===== src/rtl/uc_pkg.sv =====
// rtl/uc_pkg.sv - shared types and constants for the multicycle control unit
package uc_pkg;

  localparam int MEM_TIMEOUT_DEF = 15;

  typedef enum logic [2:0] {
    ST_FETCH   = 3'd0,
    ST_DECODE  = 3'd1,
    ST_EXEC    = 3'd2,
    ST_MEM_REQ = 3'd3,
    ST_MEM_WB  = 3'd4,
    ST_ERROR   = 3'd5
  } state_t;

  typedef struct packed {
    logic arith;
    logic ldi;
    logic bez;
    logic bnz;
    logic jmp;
    logic jal;
    logic ret;
    logic lin;
    logic sti;
    logic str;
    logic nop;
  } op_class_t;

  localparam logic [3:0] OP_LDI_HI = 4'b1000;
  localparam logic [5:0] OP_BEZ    = 6'b100100;
  localparam logic [5:0] OP_BNZ    = 6'b100101;
  localparam logic [5:0] OP_J      = 6'b100110;
  localparam logic [5:0] OP_JAL    = 6'b100111;
  localparam logic [5:0] OP_RET    = 6'b101000;
  localparam logic [5:0] OP_LIN    = 6'b101001;
  localparam logic [5:0] OP_STI    = 6'b101010;
  localparam logic [5:0] OP_STR    = 6'b101011;

endpackage


===== src/rtl/uc_decode.sv =====
// rtl/uc_decode.sv - opcode to one-hot instruction class and ALU operation
module uc_decode
  import uc_pkg::*;
(
  input  logic [5:0] opcode,
  output op_class_t  cls,
  output logic [2:0] op_alu
);

  always_comb begin
    cls    = '0;
    op_alu = opcode[4:2];
    if (!opcode[5]) begin
      cls.arith = 1'b1;
    end else if (opcode[5:2] == OP_LDI_HI) begin
      cls.ldi = 1'b1;
    end else begin
      unique case (opcode)
        OP_BEZ:  cls.bez = 1'b1;
        OP_BNZ:  cls.bnz = 1'b1;
        OP_J:    cls.jmp = 1'b1;
        OP_JAL:  cls.jal = 1'b1;
        OP_RET:  cls.ret = 1'b1;
        OP_LIN:  cls.lin = 1'b1;
        OP_STI:  cls.sti = 1'b1;
        OP_STR:  cls.str = 1'b1;
        default: cls.nop = 1'b1;
      endcase
    end
  end

endmodule


===== src/rtl/uc_multicycle.sv =====
// rtl/uc_multicycle.sv - multicycle control FSM with opcode register and memory timeout
module uc_multicycle
  import uc_pkg::*;
#(
  parameter int MEM_TIMEOUT = MEM_TIMEOUT_DEF
) (
  input  logic       clk,
  input  logic       reset,
  input  logic       instr_valid,
  input  logic [5:0] opcode,
  input  logic       z,
  input  logic       mem_ack,
  input  logic       stack_full,
  input  logic       stack_empty,
  output logic       ir_we,
  output logic       pc_we,
  output logic       s_inc,
  output logic       s_ret,
  output logic       s_inm,
  output logic       s_mem,
  output logic       we3,
  output logic       wez,
  output logic [2:0] op_alu,
  output logic       mem_req,
  output logic       mem_we,
  output logic       push,
  output logic       pop,
  output logic       halted
);

  localparam int CW = $clog2(MEM_TIMEOUT + 1);
  localparam logic [CW-1:0] CNT_MAX = CW'(MEM_TIMEOUT);

  state_t          state_q, state_d;
  logic [5:0]      opcode_q, opcode_d;
  logic [CW-1:0]   cnt_q, cnt_d;
  op_class_t       cls;
  logic [2:0]      alu_op;
  logic            retire_cls;
  logic            taken;

  uc_decode u_decode (
    .opcode (opcode_q),
    .cls    (cls),
    .op_alu (alu_op)
  );

  always_ff @(posedge clk) begin
    if (reset) begin
      state_q  <= ST_FETCH;
      opcode_q <= '0;
      cnt_q    <= '0;
    end else begin
      state_q  <= state_d;
      opcode_q <= opcode_d;
      cnt_q    <= cnt_d;
    end
  end

  always_comb begin
    state_d  = state_q;
    opcode_d = opcode_q;
    cnt_d    = '0;
    ir_we    = 1'b0;
    pc_we    = 1'b0;
    s_inc    = 1'b0;
    s_ret    = 1'b0;
    s_inm    = 1'b0;
    s_mem    = 1'b0;
    we3      = 1'b0;
    wez      = 1'b0;
    op_alu   = alu_op;
    mem_req  = 1'b0;
    mem_we   = 1'b0;
    push     = 1'b0;
    pop      = 1'b0;
    halted   = 1'b0;
    retire_cls = cls.bez | cls.bnz | cls.jmp | cls.jal | cls.ret | cls.nop;
    taken      = cls.jmp | cls.jal | (cls.bez & z) | (cls.bnz & ~z);

    unique case (state_q)
      ST_FETCH: begin
        ir_we = instr_valid;
        if (instr_valid) begin
          opcode_d = opcode;
          state_d  = ST_DECODE;
        end
      end
      ST_DECODE: begin
        if (cls.arith | cls.ldi) begin
          state_d = ST_EXEC;
        end else if (cls.lin | cls.sti | cls.str) begin
          state_d = ST_MEM_REQ;
        end else if ((cls.jal & stack_full) | (cls.ret & stack_empty)) begin
          state_d = ST_ERROR;
        end else if (retire_cls) begin
          pc_we   = 1'b1;
          s_inc   = ~taken;
          push    = cls.jal;
          pop     = cls.ret;
          s_ret   = cls.ret;
          state_d = ST_FETCH;
        end else begin
          state_d = ST_FETCH;
        end
      end
      ST_EXEC: begin
        we3     = 1'b1;
        pc_we   = 1'b1;
        s_inc   = 1'b1;
        wez     = cls.arith;
        s_inm   = cls.ldi;
        state_d = ST_FETCH;
      end
      ST_MEM_REQ: begin
        mem_req = 1'b1;
        mem_we  = cls.sti | cls.str;
        // An ack on the limit cycle still completes the access.
        if (mem_ack) begin
          state_d = ST_MEM_WB;
        end else begin
          cnt_d = (cnt_q == CNT_MAX) ? CNT_MAX : cnt_q + CW'(1);
          if (cnt_d == CNT_MAX) state_d = ST_ERROR;
        end
      end
      ST_MEM_WB: begin
        pc_we   = 1'b1;
        s_inc   = 1'b1;
        we3     = cls.lin;
        s_mem   = cls.lin;
        state_d = ST_FETCH;
      end
      ST_ERROR: begin
        op_alu = 3'b000;
        halted = 1'b1;
      end
      default: state_d = ST_FETCH;
    endcase
  end

endmodule

===== config.mk =====
export PLATFORM = sky130hd
export DESIGN_NAME = uc_multicycle
export DESIGN_NICKNAME = d
export VERILOG_FILES = /design/src/rtl/uc_pkg.sv /design/src/rtl/uc_decode.sv /design/src/rtl/uc_multicycle.sv
export SDC_FILE = /design/constraint.sdc
export NUM_CORES = 1
export LEC_CHECK = 0
export BUFFER_PORTS_ARGS = -buffer_cell sky130_fd_sc_hd__buf_4
export CAP_MARGIN = 10
export CORE_UTILIZATION = 25
export DETAILED_ROUTE_END_ITERATION = 10
export SYNTH_ARGS = -nofsm -noshare
export SYNTH_HDL_FRONTEND = slang
export SYNTH_SLANG_ARGS = --single-unit

===== constraint.sdc =====
create_clock -name clk -period 2.55 [get_ports clk]
set_input_delay 0.255 -clock clk [delete_from_list [all_inputs] [get_ports clk]]
set_output_delay 0.255 -clock clk [all_outputs]
set_load 0.01 [all_outputs]

==> results.py, run 1 <==
metrics = {
    "clock_tree": {
        "ctsResizeCount": 0,
        "cts_setup_buffers": 0,
        "cts_tree": "built",
        "h-tree-depth": 1,
        "cts_buffer_depth": 2,
        "cts_root_buf": "clkbuf_4",
        "clk_latency_ps": 270,
        "clk_pin_slew_worst_paths_ps": 80,
        "cts.sink_count": 13,
        "ctsHoldBuffers": 0,
        "cts_buffers": 3,
    },
    "place": {
        "placed_cell_area_um2": 1090,
        "dp.cells": 173,
        "gp_congestion": 0.793,
        "port_buffers": 28,
        "dpl.hpwl_mm": 1.69,
    },
    "logic_synthesis": {
        "syn_area_um2": 866,
        "yosys_warnings": 0,
        "synthArstFlopShare_pct": 0,
        "ys_types": 43,
        "netlist_top_cells_area": "dfxtp_1 (30%), nor2_1 (8.2%), mux2i_1 (6.9%), and2_1 (2.9%), and4bb_2 (2.9%)",
        "synth_ff_type": "dfxtp_1",
        "ys_seq_area_share_pct": 30.1,
        "synth_cells": 106,
        "synth_top_area_share_pct": 30.1,
        "syn_avg_cell_area_um2": 8.17,
        "synth_area_leader_cell": "dfxtp_1",
        "syn-num-nets": 120,
        "yosys_register_bits": 13,
        "synth_edf_count": 0,
    },
    "timing": {
        "drv_slew": 0,
        "tightest_slew_ps": 404,
        "setup_viol": 0,
        "fin_skew_ps": 3.53,
        "finalHoldViolCount": 0,
        "finalCritPeriodShare_pct": 77.8,
        "max_freq_mhz": 504,
        "slew_headroom_pct": 73.0,
        "whs_ps": 216,
        "post-route-min-period_ps": 1980,
        "tns_ps": 0,
        "rsz0062_at_grt": "false",
    },
    "worst_setup_path": {
        "crit_path_end_kind": "output port",
        "cp_max_fo": 8,
        "worstSetupStartpointType": "register",
        "cp_data_arrival_time_ps": 1730,
        "r2r_cells": 4,
        "cp.required_ps": 2300,
        "worst-setup-path-type": "reg2out",
    },
    "routing": {
        "first_pass_iters": 4,
        "drc": 0,
        "drt.antenna.violating_nets": 0,
        "vias": 856,
        "via_per_inst": 4.84,
        "wirelength_mm": 2.08,
        "wire_per_inst_um": 11.7,
        "drtIter0Drc": 63,
    },
    "grt": {
        "grt_pass1_vias": 706,
        "antenna_found_initial": 0,
        "grt_usage_pct": 11.4,
        "gr-total-overflow": 0,
        "grt_max_degree": 14,
        "grt_pass1_wl_mm": 3.15,
    },
    "layout": {
        "area_growth_syn_to_layout_pct": 28.9,
        "layout_commonest_cell": "buf_4",
        "final_cell_count_no_fill": 177,
        "drive_gt1_share_pct": 29.8,
        "multi_input_area_um2": 549,
        "diodes": 0,
        "final_cell_mix": "buf_4 (28), nor2_1 (19), dfxtp_1 (13)",
        "nets": 146,
        "num-fill-cells": 380,
        "register_area_um2": 260,
        "final_cell_area_um2": 1120,
        "final_util_pct": 33.4,
    },
    "pwr": {
        "vdd_ir_drop_max_mv": 0.154,
        "power.density_nw_per_um2": 475,
        "leakagePower_nw": 0.480,
    },
    "hold_path": {
        "hold_class": "in2reg",
        "min_delay_path_depth": 2,
    },
    "status": {
        "status": "finished, final reports clean",
    },
    "die": {
        "fp.dieH_um": 60.9,
        "die_area_um2": 3700,
        "ios": 29,
        "rows": 21,
        "core_um2": 3340,
        "start_util_pct": 25.9,
        "die_w_um": 60.9,
    },
    "job": {
        "maxCapViolCount": 0,
    },
}
-- flip-flops by register name, summed over array words and instances (netlist names) --
name / count
cnt_q: 4
opcode_q: 6
state_q: 3
-- kinds of logic after synthesis --
kind of cell    synth area share [%]
flops                           30.1
buf+inv                         6.50
mux                             6.94
compound gates                  16.3
fa+ha+maj                       1.44
simple gates                    35.7
xor+xnor                        3.04
-- synth_stat cells (2+ instances only) --
| cell | number |
|---|---|
| inv_1 | 3 |
| nand2b_1 | 3 |
| dfxtp_1 | 13 |
| nand2_1 | 4 |
| buf_4 | 2 |
| a21oi_1 | 4 |
| nand3_1 | 5 |
| and3_1 | 2 |
| nor2_1 | 19 |
| xor2_1 | 2 |
| and2_1 | 4 |
| o31ai_1 | 2 |
| o21a_1 | 2 |
| nor3_1 | 4 |
| mux2i_1 | 6 |
| and4bb_2 | 2 |
| buf_2 | 3 |
-- metrics by stage --
step | setup slack, ps | power [mW]
after floorplan | 936 | 0.352
after global placement | 922 | 0.407
after detailed placement | 890 | 0.410
after CTS | 571 | 0.537
after global routing | 481 | 0.566
final | 566 | 0.531
-- cell type report --
type                       count  share of cell area [%]
clock buffer                   3                    2.02
clock inverter                 1                   0.448
sequential                    13                    23.3
tap                           46                    5.16
multi-input combinational     83                    49.2
timing repair buffer          28                    18.8
inverter                       3                    1.01
-- report_power, final --
part / leakage [nW] / internal, mW / total, mW / switching (mW)
combinational: 0.356 / 0.0832 / 0.152 / 0.0693
sequential: 0.106 / 0.218 / 0.252 / 0.0341
clock: 0.0177 / 0.0581 / 0.126 / 0.0682
-- per-layer routing --
| layer | part of all wire (%) | GRT usage [%] | up-vias |
|---|---|---|---|
| li1 | - | - | 431 |
| met1 | 42 | 14.1 | 394 |
| met2 | 52 | 20.1 | 31 |
| met3 | 5.5 | 3.20 | 0 |
| met4 | 0 | 1.95 | 0 |
| met5 | 0 | 0 | - |
-- critical path, cell delays in order (launching register included) --
cell and delay, ps:
dfxtp_1 460, nand2b_1 190, o21ai_0 110, and2_1 180, o32ai_1 340, buf_4 180
-- worst paths after layout --
| kind | start | slack, ps | end |
|---|---|---|---|
| min | reset | 220 | opcode_q[5] |
| min reg2reg | cnt_q[0] | 510 | cnt_q[0] |
| max | opcode_q[3] | 570 | s_inc |
| max reg2reg | state_q[0] | 930 | cnt_q[2] |
No activity file was read; power rests on OpenSTA's default activity.
==> run 2: changes to the inputs <==
clock period = 1.7 ns   (was 2.55 ns; I/O delays follow)
==> run 2 against run 1 <==
Effect of this change: sequential cell count unchanged; critical endpoint unchanged; register-to-register slack worse by 650 ps; cell area up 9.8%; wire length up 8.3%.
==> results.py, run 2 (synthesis gave the netlist of run 1 again) <==
metrics = {
    "status": {
        "status": "finished, final reports clean",
    },
    "grt": {
        "grt_util_met1_pct": 14.0,
        "gr-total-overflow": 0,
        "antenna_found_initial": 0,
        "grt_max_degree": 11,
        "busiest_layer": "met2",
        "grt_use_met2_pct": 22.6,
        "grt_usage_pct": 12.7,
        "gr-usage-met3_pct": 3.84,
        "grt_pass1_vias": 785,
        "grt_pass1_wl_mm": 3.42,
    },
    "place": {
        "dpl.hpwl_mm": 1.71,
        "pre_cts_ws_ps": 189,
        "placed_cell_area_um2": 1100,
        "port_buffers": 28,
        "gp_congestion": 0.807,
    },
    "pwr": {
        "p_clk_share_pct": 22.4,
        "p_int_uw": 573,
        "leakagePower_nw": 0.525,
        "swShare_pct": 31.7,
        "vdd_ir_drop_max_mv": 0.201,
        "power_switching_uw": 265,
        "p_comb_share_pct": 32.7,
        "power.density_nw_per_um2": 684,
        "seqPwrFrac_pct": 44.9,
    },
    "clock_tree": {
        "clk_pin_slew_worst_paths_ps": 70,
        "h-tree-depth": 1,
        "cts_buffers": 3,
        "cts.sink_count": 13,
        "cts_root_buf": "clkbuf_4",
        "cts_tree": "built",
        "cts_buffer_depth": 2,
        "clk_latency_ps": 270,
        "ctsHoldBuffers": 0,
    },
    "routing": {
        "vias": 875,
        "drt.antenna.violating_nets": 0,
        "wirelength_mm": 2.25,
        "drtIter0Drc": 29,
        "first_pass_iters": 4,
        "via_per_inst": 4.78,
        "wire_per_inst_um": 12.3,
        "drc": 0,
    },
    "timing": {
        "drv_slew": 0,
        "max_freq_mhz": 611,
        "tightest_slew_ps": 466,
        "finalCritPeriodShare_pct": 96.2,
        "slew_headroom_pct": 68.7,
        "finalHoldViolCount": 0,
        "post-route-min-period_ps": 1640,
        "worst_slack_ps": 64.0,
        "setup_viol": 0,
        "fin_skew_ps": 1.43,
    },
    "worst_setup_path": {
        "worst-setup-path-type": "reg2out",
        "cp_data_arrival_time_ps": 1470,
        "max_stage_delay_ps": 370,
        "crit_chain": "and4bb_2 > nand2_2 > o32ai_2 > buf_4",
        "path_buf_inv": 1,
        "worstSetupStartpointType": "register",
        "critPathSlowestCell": "dfxtp_4",
        "cp_top_family": "simple AND/OR/NAND/NOR gates",
        "cp.required_ps": 1530,
        "r2r_slack_ps": 280,
        "crit_path_end_kind": "output port",
        "cp_max_fo": 8,
    },
    "die": {
        "fp.dieH_um": 60.9,
        "die_area_um2": 3700,
        "start_util_pct": 25.9,
        "rows": 21,
        "ios": 29,
        "core_um2": 3340,
        "die_w_um": 60.9,
    },
    "layout": {
        "layout_commonest_cell": "buf_4",
        "final_cell_area_um2": 1220,
        "drive_gt1_share_pct": 44.5,
        "num-fill-cells": 367,
        "regMostFlops": "opcode_q",
        "largest_reg_flops": 6,
        "nets": 152,
        "top_regs": "opcode_q x6, cnt_q x4, state_q x3",
        "diodes": 0,
        "final_cell_mix": "buf_4 (33), nor2_1 (18), mux2i_1 (6), dfxtp_4 (6), nand3_1 (5)",
        "area_growth_syn_to_layout_pct": 41.5,
    },
    "hold_path": {
        "hold_class": "in2reg",
    },
    "job": {
        "maxCapViolCount": 0,
    },
}
==> run 2: changes by cell type in the layout (fill, tap and decap cells not counted), sizes merged <==
cell | before | now
buf | 28 | 33
clkbuf | 3 | 5
clkinv | 1 | 0
==> run 2: cell type report <==
| class | instances | area (um^2) | share of cell area (%) |
|---|---|---|---|
| Timing Repair Buffer | 34 | 253 | 20.6 |
| Tap cell | 46 | 57.6 | 4.70 |
| Inverter | 3 | 11.3 | 0.919 |
| Multi-Input combinational cell | 83 | 591 | 48.2 |
| Clock buffer | 4 | 26.3 | 2.15 |
| Sequential cell | 13 | 287 | 23.4 |
==> run 2: stage by stage <==
stage	hold WS, ps	std cells	utilization (%)	TNS, ps	total power, mW
floorplan	317	106	-	0	0.528
global placement	412	174	32.8	0	0.613
detailed placement	421	174	32.8	0	0.617
CTS	120	178	34.3	0	0.816
global route	123	183	36.7	-3.22	0.894
finish	118	183	36.7	0	0.838
==> run 2: what timing repair did <==
item	4_1_cts	5_1_grt
setup buffers	0	5
gates resized for setup	11	14
setup endpoints to repair	5	6
pin swaps	1	4
==> run 2: layer usage <==
| layer | part of all wire (%) | vias to the layer above |
|---|---|---|
| li1 | - | 444 |
| met1 | 40 | 404 |
| met2 | 53 | 23 |
| met3 | 5.9 | 4 |
| met4 | 1.5 | 0 |
| met5 | 0 | - |
==> run 2: final timing paths <==
kind	start	cells after the start	endpoint
setup reg to reg	state_q[1]	5	cnt_q[3]
setup / recovery	state_q[1]	4	s_inc
hold / removal	reset	2	opcode_q[1]
hold reg to reg	cnt_q[0]	1	cnt_q[0]
==> run 2: power groups by stage <==
stage | logic, mW | clock network, mW | registers (mW)
after floorplan | 0.176 | 0 | 0.352
after global placement | 0.239 | 0 | 0.374
after detailed placement | 0.241 | 0 | 0.377
after CTS | 0.246 | 0.195 | 0.375
after global routing | 0.302 | 0.211 | 0.382
final | 0.274 | 0.188 | 0.376
